### config.mk
export PLATFORM = sky130hd
export DESIGN_NAME = rom_fetch
export DESIGN_NICKNAME = d
export VERILOG_FILES = /design/src/rtl/rom_fetch_pkg.sv /design/src/rtl/rom_line_buf.sv /design/src/rtl/rom_fetch.sv
export SDC_FILE = /design/constraint.sdc
export NUM_CORES = 1
export LEC_CHECK = 0
export ABC_AREA = 1
export BUFFER_PORTS_ARGS = -buffer_cell sky130_fd_sc_hd__buf_2
export CORE_MARGIN = 2
export CORE_UTILIZATION = 35
export DETAILED_ROUTE_END_ITERATION = 10
export GPL_TIMING_DRIVEN = 0
export HOLD_SLACK_MARGIN = 0.06
export PLACE_DENSITY_LB_ADDON = 0.08
export SLEW_MARGIN = 20
export SYNTH_ARGS = -nofsm -noshare
export SYNTH_HDL_FRONTEND = slang
export SYNTH_SLANG_ARGS = --single-unit
### constraint.sdc
create_clock -name clk -period 5.5 [get_ports clk]
set_input_delay 0.275 -clock clk [delete_from_list [all_inputs] [get_ports clk]]
set_output_delay 0.275 -clock clk [all_outputs]
set_load 0.01 [all_outputs]
### src/rtl/rom_fetch_pkg.sv
// rom_fetch shared types and sizes.
// ROM read front-end for the SDRAM controller.
package rom_fetch_pkg;

    localparam int ADDR_W = 23;
    localparam int DATA_W = 16;
    localparam int LW_DEF = 2;

    typedef enum logic [1:0] {
        IDLE,
        FILL,
        DRAIN
    } state_t;

endpackage

### src/rtl/rom_line_buf.sv
// One cache line of ROM words with per-word valid bits.
// Clear-all wins over a write in the same cycle.
import rom_fetch_pkg::*;

module rom_line_buf #(
    parameter int LW = LW_DEF
) (
    input  logic              clk,
    input  logic              init_n,
    input  logic              clr,
    input  logic              wr_en,
    input  logic [LW-1:0]     wr_idx,
    input  logic [DATA_W-1:0] wr_data,
    input  logic [LW-1:0]     rd_idx,
    output logic [DATA_W-1:0] rd_data,
    output logic              rd_valid
);

    localparam int N = 1 << LW;

    logic [DATA_W-1:0] word [N];
    logic [N-1:0]      valid;

    always_ff @(posedge clk or negedge init_n) begin
        if (!init_n) begin
            valid <= '0;
            for (int i = 0; i < N; i++) begin
                word[i] <= '0;
            end
        end else begin
            if (clr) begin
                valid <= '0;
            end else if (wr_en) begin
                valid[wr_idx] <= 1'b1;
            end
            if (wr_en) begin
                word[wr_idx] <= wr_data;
            end
        end
    end

    assign rd_data  = word[rd_idx];
    assign rd_valid = valid[rd_idx];

endmodule

### src/rtl/rom_fetch.sv
// CPU ROM read front-end: level req / pulse ack to toggle handshake,
// with a critical-word-first, wrapping single-line buffer.
import rom_fetch_pkg::*;

module rom_fetch #(
    parameter int LW = LW_DEF
) (
    input  logic              clk,
    input  logic              init_n,
    input  logic              cpu_req,
    input  logic [ADDR_W-1:0] cpu_a,
    output logic              cpu_ack,
    output logic [DATA_W-1:0] cpu_q,
    input  logic              inval,
    output logic              busy,
    output logic              romrd_req,
    input  logic              romrd_ack,
    output logic [ADDR_W-1:0] romrd_a,
    input  logic [DATA_W-1:0] romrd_q
);

    localparam int N = 1 << LW;
    localparam int TAG_W = ADDR_W - LW;
    localparam logic [LW:0] LAST = (LW+1)'(N - 1);

    state_t            state, state_n;
    logic [TAG_W-1:0]  tag, tag_n;
    logic [LW-1:0]     fill_idx, fill_idx_n;
    logic [LW:0]       fill_cnt, fill_cnt_n;
    logic              crit, crit_n;
    logic              abort, abort_n;
    logic              ack_n;
    logic [DATA_W-1:0] q_n;
    logic              req_n;
    logic [ADDR_W-1:0] a_n;

    logic              buf_clr;
    logic              buf_we;
    logic [DATA_W-1:0] buf_data;
    logic              buf_valid;

    logic [LW-1:0]     req_idx;
    logic [TAG_W-1:0]  req_tag;
    logic [LW-1:0]     nxt_idx;
    logic              ack_done;
    logic              take;
    logic              tag_eq;
    logic              hit;
    logic              drop;

    assign req_idx  = cpu_a[LW-1:0];
    assign req_tag  = cpu_a[ADDR_W-1:LW];
    assign nxt_idx  = fill_idx + 1'b1;
    assign ack_done = (romrd_ack == romrd_req);
    assign take     = cpu_req && !cpu_ack;
    assign tag_eq   = (req_tag == tag);
    assign hit      = take && tag_eq && buf_valid;
    // A new line is only wanted once the critical word is delivered
    assign drop     = inval || (take && !crit && !tag_eq);
    assign busy     = (romrd_req != romrd_ack);

    rom_line_buf #(
        .LW (LW)
    ) u_buf (
        .clk      (clk),
        .init_n   (init_n),
        .clr      (buf_clr),
        .wr_en    (buf_we),
        .wr_idx   (fill_idx),
        .wr_data  (romrd_q),
        .rd_idx   (req_idx),
        .rd_data  (buf_data),
        .rd_valid (buf_valid)
    );

    always_ff @(posedge clk or negedge init_n) begin
        if (!init_n) begin
            state     <= IDLE;
            tag       <= '0;
            fill_idx  <= '0;
            fill_cnt  <= '0;
            crit      <= 1'b0;
            abort     <= 1'b0;
            cpu_ack   <= 1'b0;
            cpu_q     <= '0;
            romrd_req <= 1'b0;
            romrd_a   <= '0;
        end else begin
            state     <= state_n;
            tag       <= tag_n;
            fill_idx  <= fill_idx_n;
            fill_cnt  <= fill_cnt_n;
            crit      <= crit_n;
            abort     <= abort_n;
            cpu_ack   <= ack_n;
            cpu_q     <= q_n;
            romrd_req <= req_n;
            romrd_a   <= a_n;
        end
    end

    always_comb begin
        state_n    = state;
        tag_n      = tag;
        fill_idx_n = fill_idx;
        fill_cnt_n = fill_cnt;
        crit_n     = crit;
        abort_n    = abort;
        ack_n      = 1'b0;
        q_n        = cpu_q;
        req_n      = romrd_req;
        a_n        = romrd_a;
        buf_clr    = 1'b0;
        buf_we     = 1'b0;
        unique case (state)
            IDLE: begin
                if (inval) begin
                    buf_clr = 1'b1;
                end
                if (take && hit && !inval) begin
                    ack_n = 1'b1;
                    q_n   = buf_data;
                end else if (take) begin
                    tag_n      = req_tag;
                    buf_clr    = 1'b1;
                    fill_idx_n = req_idx;
                    fill_cnt_n = '0;
                    crit_n     = 1'b1;
                    a_n        = cpu_a;
                    req_n      = ~romrd_req;
                    state_n    = FILL;
                end
            end
            FILL: begin
                if (drop) begin
                    buf_clr = 1'b1;
                    crit_n  = 1'b0;
                    // Nothing in flight once the ack is consumed here
                    if (ack_done) begin
                        state_n = IDLE;
                    end else begin
                        abort_n = 1'b1;
                        state_n = DRAIN;
                    end
                end else begin
                    if (ack_done) begin
                        buf_we = 1'b1;
                        if (crit) begin
                            ack_n  = 1'b1;
                            q_n    = romrd_q;
                            crit_n = 1'b0;
                        end
                        if (fill_cnt == LAST) begin
                            state_n = IDLE;
                        end else begin
                            fill_idx_n = nxt_idx;
                            fill_cnt_n = fill_cnt + 1'b1;
                            a_n        = {tag, nxt_idx};
                            req_n      = ~romrd_req;
                        end
                    end
                    if (hit && !crit) begin
                        ack_n = 1'b1;
                        q_n   = buf_data;
                    end
                end
            end
            DRAIN: begin
                if (ack_done || !abort) begin
                    buf_clr = 1'b1;
                    abort_n = 1'b0;
                    state_n = IDLE;
                end
            end
            default: begin
                state_n = IDLE;
            end
        endcase
    end

endmodule

==> results of run 1 <==
[per-stage QoR]
stage                     hold slack, ns  utilization [%]  total power [uW]  area, um^2  worst slack (ns)
after global placement             0.457             39.5              3300        7720              1.93
after global routing               0.119             42.6              4770        8320              3.01
final                              0.125             42.6              4380        8320              3.23
after CTS                          0.113             42.6              4440        8320              3.23
after detailed placement           0.278             39.7              3320        7760              3.24
after floorplan                  -0.0206                -              2750        6970              3.71
[kinds of logic (layout without fill, tap and decap cells)]
family / after synthesis / after routing / synth area share (%)
mux: 1 / 1 / 0.144
fa+ha+maj: 6 / 6 / 1.08
buf+inv: 110 / 226 / 7.09
simple gates: 537 / 537 / 32.4
flops: 137 / 137 / 49.2
compound gates: 128 / 128 / 9.73
xor+xnor: 3 / 3 / 0.377
[layout make-up]
type / instances / area share (%)
plain buffers: 39 / 2.68
clock buffers: 22 / 5.70
clock inverters: 8 / 0.873
inverters: 71 / 3.26
multi-input cells: 675 / 36.6
flip-flops and latches: 137 / 41.2
well taps: 265 / 3.99
repair buffers: 86 / 5.63
[worst paths after layout]
check	startpoint	endpoint	slack, ns
worst max-delay path	state[0]	romrd_a[3]	3.23
worst min-delay path	romrd_q[3]	u_buf.word[19]	0.13
worst max register to register	state[0]	romrd_a[3]	3.23
worst min register to register	u_buf.word[45]	u_buf.word[45]	0.47
max in group asynchronous	init_n	tag[13]	4.30
min in group asynchronous	init_n	u_buf.word[5]	0.41
[worst register-to-register path: stages, from the launching register on]
cell	delay (ns)
dfrtp_1	0.40
inv_1	0.09
nor2_4	0.23
clkbuf_1	0.62
clkbuf_1	0.49
nand2_1	0.11
o21ai_0	0.10
o21ai_1	0.10
[layer usage]
metal  track usage, %  up-vias  share of wire [%]
met4             5.49        2                1.3
met3             4.56       18                4.4
met1             28.3     2898                 48
met5                0        -              0.063
li1                 -     3123                  -
met2             32.8      134                 46
[report_power, final]
group	switching [uW]	leakage (uW)	internal (uW)
logic	1030	0.00247	584
clock network	440	0.000264	649
registers	253	0.00177	1430
[sequential cells by signal, summed over array words and instances, names as in the netlist]
signal and count:
crit 1, romrd_a 23, cpu_q 16, u_buf.word 64, abort 1, fill_cnt 3, state 2, romrd_req 1
u_buf.valid 4, tag 21, cpu_ack 1
[cell usage in the layout (no fill, tap or decap), types with 2 or more instances in the layout]
| master | instances |
|---|---|
| nand2_1 | 389 |
| dfrtp_1 | 137 |
| buf_2 | 95 |
| o21ai_0 | 91 |
| inv_1 | 60 |
| nor2_1 | 60 |
| nand3_1 | 59 |
| o22ai_1 | 17 |
| clkbuf_16 | 17 |
| clkbuf_1 | 16 |
| o21ai_1 | 13 |
| clkinv_2 | 8 |
| inv_2 | 7 |
| nand2_2 | 7 |
| buf_4 | 6 |
| ha_1 | 6 |
| buf_6 | 5 |
| nand2_4 | 5 |
| or2_2 | 4 |
| a21oi_1 | 4 |
| nor2_4 | 3 |
| xor2_1 | 3 |
| nand4_1 | 3 |
| clkbuf_8 | 3 |
| clkinvlp_4 | 3 |
| nand4_2 | 2 |
[what timing repair did]
item | 4_1_cts | 5_1_grt
resized for setup | 0 | 0
endpoints found under the hold margin | 64 | 0
hold buffers | 1 | 0
==> flow_metrics.tcl, run 1 <==
set metrics [dict create \
    outcome "complete, no violations" \
    n_fill_cell 2104 \
    yosys.area.top_type "dfrtp_1" \
    report.final.setup_viol 0 \
    cts_max_path_buffers 2 \
    grt_pass1_vias 6079 \
    ant_nets 0 \
    hold_depth 3 \
    grt_setup_unrepaired "false" \
    viasPerCell 4.74 \
    antenna_found_initial 1 \
    critPathKind "register to register" \
    tightest_slew_ns 0.761 \
    rr_worst_depth 7 \
    cellLeakagePower_uw 0.00450 \
    ios 86 \
    crit_path_max_fanout 10 \
    fmax_mhz 441 \
    required_ns 5.80 \
    ys_types 34 \
    syn_area_mm2 0.00697 \
    crit_chain "inv_1 > nor2_4 > clkbuf_1 > clkbuf_1 > nand2_1 > o21ai_0 > o21ai_1" \
    routed_wirelength_um 20600 \
    synth_top_cell_area_share_pct 49.2 \
    rows 51 \
    tns_ns 0 \
    drive_gt1_share_pct 16.9 \
    drv_cap 0 \
    clock_latency_ns 0.42 \
    firstDrtPassIters 4 \
    instances_no_fill 1303 \
    max-slew-margin-rel_pct 49.2 \
    yosysMostFrequentCell "nand2_1" \
    grt_usage_pct 20.5 \
    min_period_ns 2.27 \
    crit_path_top_delay_cell "clkbuf_1" \
    cts_root_buf "clkbuf_16" \
    cp_num_buf_inv 3 \
    yosys_warnings 0 \
    die_x_um 145 \
    worst-endpoint-arrival_ns 2.57 \
    crit_top_cell "clkbuf_1" \
    synth_common_cells "nand2_1 (389), dfrtp_1 (137), o21ai_0 (91)" \
    async_reset_ff_share_pct 100 \
    cts_buffers 17 \
    grt_pass1_wl_um 34100 \
    syn-num-nets 972 \
    coreArea_mm2 0.0195 \
    syn_to_final_growth_pct 19.3 \
    start_kind "register" \
    multiInputGateArea_mm2 0.00305 \
    route.detailed.drc 0 \
    overflow 0 \
    post-route-period-util_pct 41.2 \
    start_util_pct 35.7 \
    port_buffers 84 \
    syn_area_per_cell_um2 7.56 \
    postCtsSetupBuffers 0 \
    slew_viol_final 0 \
    diodes 0 \
    finalHoldViolCount 0 \
    seq_area_mm2 0.00343 \
    die_area_mm2 0.0211 \
    fin_worst_skew_ns 0.00854 \
    grt_max_degree 74 \
    syn_inst 922 \
    hpwl_um 14100 \
    clk_pin_slew_ns 0.06 \
    placed_cells 1272 \
    powerDensity_mw_per_mm2 527 \
    end_kind "register" \
    cp.depth 7 \
    yosys-top-cells-area "dfrtp_1 (49%), nand2_1 (21%), o21ai_0 (6.5%)" \
    cts_tree "done" \
    critical-path-max-stage-delay_ns 0.62 \
    drt_iter0_drc 418 \
    avgRoutedWirePerCell_um 15.8 \
    hold_path.class "input port to register" \
    peakVddDrop_uv 244 \
    h-tree-depth 4 \
    critical-path-top-delay-family "buffers and inverters" \
    final_nets 1077 \
    synth_flop_cell "dfrtp_1" \
    cts.sinks 137 \
    fp.dieH_um 145 \
    synth_edf_count 0 \
    yosysSeqAreaShare_pct 49.2 \
    synth_seq_cells 137 \
    vias 6175 \
    place.gp.congestion 0.771 \
]
Power figures use the tool's default switching activity.
==> run 2, diff against run 1 <==
==> constraint.sdc (replaced) <==
create_clock -name clk -period 1.87 [get_ports clk]
set_input_delay 0.0935 -clock clk [delete_from_list [all_inputs] [get_ports clk]]
set_output_delay 0.0935 -clock clk [all_outputs]
set_load 0.01 [all_outputs]
==> run 2 against run 1 <==
Net effect: the flow now finishes with violations (negative setup slack); combinational power rose to 4.3 times the previous value; count of clock-buffer cells in the layout did not move; largest power group is now combinational logic; clock skew barely moved; non-clock buffer count rose by 86; register-to-register slack got worse by 3.4 ns; die area did not move; total power rose to 3.5 times the previous value; highest routed layer unchanged.
==> flow_metrics.tcl, run 2 (synthesized netlist as in run 1, its figures left out) <==
set metrics [dict create \
    outcome "finished, violations left" \
    failed_checks "negative setup slack" \
    cts_tree "done" \
    routed_wirelength_um 23000 \
    slew_viol_final 0 \
    ant_nets 0 \
    cts_buffers 17 \
    drv_cap 0 \
    diodes 0 \
    critPathKind "register to register" \
    start_kind "register" \
    clkPwrFrac_pct 21.1 \
    min_period_ns 2.06 \
    grt_pass1_wl_um 36200 \
    p_int_uw 9200 \
    cts.sinks 137 \
    end_kind "register" \
    worst-endpoint-arrival_ns 2.41 \
    final_nets 1163 \
    viasPerCell 4.83 \
    tightest_slew_ns 0.744 \
    finalHoldViolCount 0 \
    die_area_mm2 0.0211 \
    regMostFlops "u_buf.word" \
    route.detailed.drc 0 \
    largestRegisters "u_buf.word x64, romrd_a x23, tag x21" \
    place.gp.congestion 0.771 \
    hold_depth 3 \
    grt_setup_unrepaired "true" \
    fmax_mhz 486 \
    p_sw_share_pct 39.5 \
    hpwl_um 14100 \
    p_switching_uw 6010 \
    final_common_cell "nand2_1" \
    post-route-period-util_pct 110 \
    hold_path.class "input port to register" \
    fp.dieH_um 145 \
    grt_usage_pct 21.9 \
    max-slew-margin-rel_pct 50.4 \
    powerDensity_mw_per_mm2 1480 \
    ios 86 \
    fin_worst_skew_ns 0.00837 \
    clk_pin_slew_ns 0.06 \
    grt_pass1_vias 6531 \
    coreArea_mm2 0.0195 \
    cellLeakagePower_uw 0.00532 \
    h-tree-depth 4 \
    port_buffers 84 \
    drt_iter0_drc 416 \
    grt_max_degree 74 \
    largest_reg_flops 64 \
    cts_max_path_buffers 2 \
    rows 51 \
    overflow 0 \
    n_fill_cell 1941 \
    crit_path_max_fanout 7 \
    drive_gt1_share_pct 34.5 \
    placed_area_mm2 0.00776 \
    die_x_um 145 \
    avgRoutedWirePerCell_um 16.5 \
    peakVddDrop_uv 754 \
    required_ns 2.23 \
    critPathLaunch "tag[4]" \
    rr_worst_depth 16 \
    vias 6708 \
    firstDrtPassIters 7 \
    fin_hold_ws_ns 0.0608 \
    final_cell_area_mm2 0.0103 \
    final_cell_mix "nand2_1 (266), dfrtp_1 (137), nand2_2 (97)" \
    antenna_found_initial 1 \
    pwr-share-seq_pct 33.5 \
    fin_ws_ns -0.188 \
    p_comb_share_pct 45.4 \
    min_from "cpu_a[19]" \
    reg2reg_from "tag[4]" \
    start_util_pct 35.7 \
    report.final.setup_viol 127 \
    cts_root_buf "clkbuf_16" \
    clock_latency_ns 0.42 \
    syn_to_final_growth_pct 47.8 \
]
[run 2: cell count changes in the layout (fill, tap and decap cells not counted), sizes merged]
cell and change:
buf +41, dlygate4sd3 +38, clkbuf +7
[run 2: area by class of cell]
cell class              instances  area [um^2]  area share, %
plain buffers                  39          395           3.84
inverters                      71          317           3.07
flip-flops and latches        137         3430           33.3
clock buffers                  22          474           4.60
repair buffers                172         1560           15.2
clock inverters                 8         72.6          0.704
multi-input cells             675         3720           36.1
well taps                     265          332           3.22
[run 2: worst paths after layout]
kind,to,slack [ns]
max in group asynchronous,tag[17],0.87
worst max-delay path,u_buf.word[24],-0.19
worst min-delay path,romrd_a[19],0.06
worst min register to register,u_buf.word[17],0.47
min in group asynchronous,u_buf.word[5],0.23
worst max register to register,u_buf.word[24],-0.19
[run 2: what timing repair did]
action                                  CTS  global route
buffers inserted                         28             8
gates cloned                              4             8
endpoints found under the setup margin  135           135
hold endpoints to repair                168             0
gates resized for setup                 115           185
pin swaps                                29            47
hold buffers                             39             0
[run 2: metal layers]
layer	global-route usage [%]	wire length (um)
met1	29.8	10300
met3	4.65	1080
met5	0	13
met4	5.59	353
met2	35.6	11200
[run 2: stage by stage]
stage                     setup TNS, ns  utilization [%]  setup slack (ns)  cells  total power, uW
after global routing             -31.91             52.8            -0.318   1389            16400
final                            -13.48             52.8            -0.188   1389            15200
after floorplan                       0                -            0.0804    922             8100
after CTS                        -13.07             48.6            -0.159   1373            14100
after global placement          -235.75             39.5             -1.51   1271             9720
after detailed placement         -32.40             39.7            -0.388   1272             9780
[run 2: critical path: stages, from the launching register on]
cell	delay (ns)
dfrtp_1	0.37
inv_1	0.06
nand2_1	0.05
nand2_1	0.05
nor2_2	0.14
nand2_1	0.10
nor2_4	0.16
nand3_4	0.10
nand2_4	0.08
nand2_4	0.08
nor2_8	0.16
buf_12	0.15
nand2_8	0.11
clkinv_8	0.10
buf_12	0.14
nand2_4	0.04
nand2_1	0.07
[run 2: power groups by stage]
stage,Clock (uW),Combinational (uW),Sequential (uW)
final,3210,6910,5090
after global routing,3420,7690,5260
after CTS,3280,5820,4970
after detailed placement,0,4810,4970
after global placement,0,4740,4980
after floorplan,0,3090,5010
==> run 3, diff against run 2 <==
--- a/config.mk
+++ b/config.mk
@@ -7,12 +7,14 @@
 export LEC_CHECK = 0
 export ABC_AREA = 1
 export BUFFER_PORTS_ARGS = -buffer_cell sky130_fd_sc_hd__buf_2
+export CAP_MARGIN = 0
 export CORE_MARGIN = 2
 export CORE_UTILIZATION = 35
 export DETAILED_ROUTE_END_ITERATION = 10
 export GPL_TIMING_DRIVEN = 0
 export HOLD_SLACK_MARGIN = 0.06
 export PLACE_DENSITY_LB_ADDON = 0.08
+export SKIP_CTS_REPAIR_TIMING = 1
 export SLEW_MARGIN = 20
 export SYNTH_ARGS = -nofsm -noshare
 export SYNTH_HDL_FRONTEND = slang
==> run 3 against run 2 <==
Net effect: the flow finishes with violations (negative hold slack, negative setup slack); register-to-register slack better by 0.04 ns; critical endpoint is now u_buf.word[32]; sequential cell count is the same; first-iteration DRC count is 5.8% higher; largest cell class unchanged.
==> flow_metrics.tcl, run 3 (synthesized netlist as in run 1, its figures left out) <==
set metrics [dict create \
    outcome "finished, violations left" \
    failed_checks "negative hold slack, negative setup slack" \
    ant_nets 0 \
    post-route-period-util_pct 108 \
    fmax_mhz 495 \
    largestRegisters "u_buf.word x64, romrd_a x23, tag x21" \
    peakVddDrop_uv 735 \
    pwr-share-seq_pct 36.1 \
    regMostFlops "u_buf.word" \
    tightest_slew_ns 0.725 \
    fin_hold_ws_ns -0.0486 \
    port_buffers 84 \
    place.gp.congestion 0.771 \
    report.final.setup_viol 114 \
    crit_path_top_delay_cell "dfrtp_1" \
    final_nets 1165 \
    die_area_mm2 0.0211 \
    clkPwrFrac_pct 23.1 \
    firstDrtPassIters 5 \
    grt_usage_pct 20.5 \
    cts_root_buf "clkbuf_16" \
    ios 86 \
    antenna_found_initial 1 \
    route.detailed.drc 0 \
    h-tree-depth 4 \
    worst-endpoint-arrival_ns 2.37 \
    vias 6703 \
    start_util_pct 35.7 \
    clk_pin_slew_ns 0.06 \
    required_ns 2.23 \
    fin_ws_ns -0.148 \
    crit_chain "inv_1 > nand2_1 > nand2_1 > nor2_4 > nand2_2 > nor2_4 > nand3_4 > nand2_4 > nand2_4 > nor2_8 > buf_12 > nand2_8 > clkinv_8 > clkbuf_16 > nand2_2 > nand2_1" \
    grt_setup_unrepaired "true" \
    total_power_uw 13900 \
    overflow 0 \
    clock_latency_ns 0.42 \
    powerDensity_mw_per_mm2 1400 \
    grt_pass1_wl_um 34100 \
    syn_to_final_growth_pct 42.6 \
    p_switching_uw 5520 \
    p_comb_share_pct 40.9 \
    crit_top_cell "nand2_1" \
    dp_worst_setup_slack_ns -0.388 \
    fp.dieH_um 145 \
    cts_tree "done" \
    p_sw_share_pct 39.6 \
    critical-path-top-delay-family "simple AND/OR/NAND/NOR gates" \
    rows 51 \
    grt_max_degree 74 \
    cp_num_buf_inv 4 \
    drive_gt1_share_pct 29.0 \
    drt_iter0_drc 440 \
    max-slew-margin-rel_pct 51.6 \
    critPathKind "register to register" \
    rrSetupSlack_ns -0.15 \
    drv_cap 0 \
    largest_reg_flops 64 \
    hpwl_um 14100 \
    die_x_um 145 \
    critical-path-max-stage-delay_ns 0.37 \
    routed_wirelength_um 22900 \
    cellLeakagePower_uw 0.00519 \
    final_cell_mix "nand2_1 (312), dfrtp_1 (137), o21ai_0 (91)" \
    crit_path_max_fanout 6 \
    p_int_uw 8410 \
    grt_pass1_vias 6073 \
    start_kind "register" \
    cts_max_path_buffers 2 \
    avgRoutedWirePerCell_um 16.5 \
    diodes 0 \
    min_period_ns 2.02 \
    end_kind "register" \
    cts_buffers 17 \
    fin_worst_skew_ns 0.0106 \
    viasPerCell 4.82 \
    hold_path.class "input port to register" \
    slew_viol_final 0 \
    coreArea_mm2 0.0195 \
    final_common_cell "nand2_1" \
    cts.sinks 137 \
    finalHoldViolCount 4 \
]
## run 3: worst paths after layout
check | start | to | cells past startpoint
max in group asynchronous | init_n | tag[13] | 3
worst max-delay path | tag[18] | u_buf.word[32] | 16
worst min register to register | u_buf.word[45] | u_buf.word[45] | 2
worst min-delay path | romrd_q[11] | u_buf.word[11] | 3
worst max register to register | tag[18] | u_buf.word[32] | 16
min in group asynchronous | init_n | u_buf.word[5] | 2
## run 3: worst min-delay path, cell delays in order
cell	delay (ns)
buf_2	0.14
nand2_1	0.07
nand2_1	0.04
## run 3: power by group through the flow
stage | logic [uW] | registers (uW) | clock network (uW)
after floorplan | 3090 | 5010 | 0
after global placement | 4740 | 4980 | 0
after detailed placement | 4810 | 4970 | 0
after CTS | 4820 | 4950 | 3280
after global routing | 6420 | 5190 | 3420
final | 5690 | 5020 | 3210
## run 3: area by class of cell
cell class	instances	area, um^2
timing repair buffer	171	1410
clock inverter	8	72.6
fill	1980	9590
clock buffer	22	474
buffer	39	380
multi-input combinational	678	3530
tap	265	332
inverter	71	317
sequential	137	3430
## run 3: metrics by stage
stage / instance area, um^2 / std cells / setup TNS (ns) / util [%]
after global routing: 9940 / 1391 / -29.91 / 50.9
after floorplan: 6970 / 922 / 0 / -
after global placement: 7720 / 1271 / -235.75 / 39.5
after CTS: 8310 / 1302 / -34.71 / 42.5
after detailed placement: 7760 / 1272 / -32.40 / 39.7
final: 9940 / 1391 / -9.20 / 50.9
## run 3: per-layer routing
metal  GRT usage [%]  up-vias  wire (um)
met5               0        -         13
met4            5.49        2        465
met3            4.56       35       1160
met2            32.8      188      11000
met1            28.3     3167      10300
li1                -     3311          -
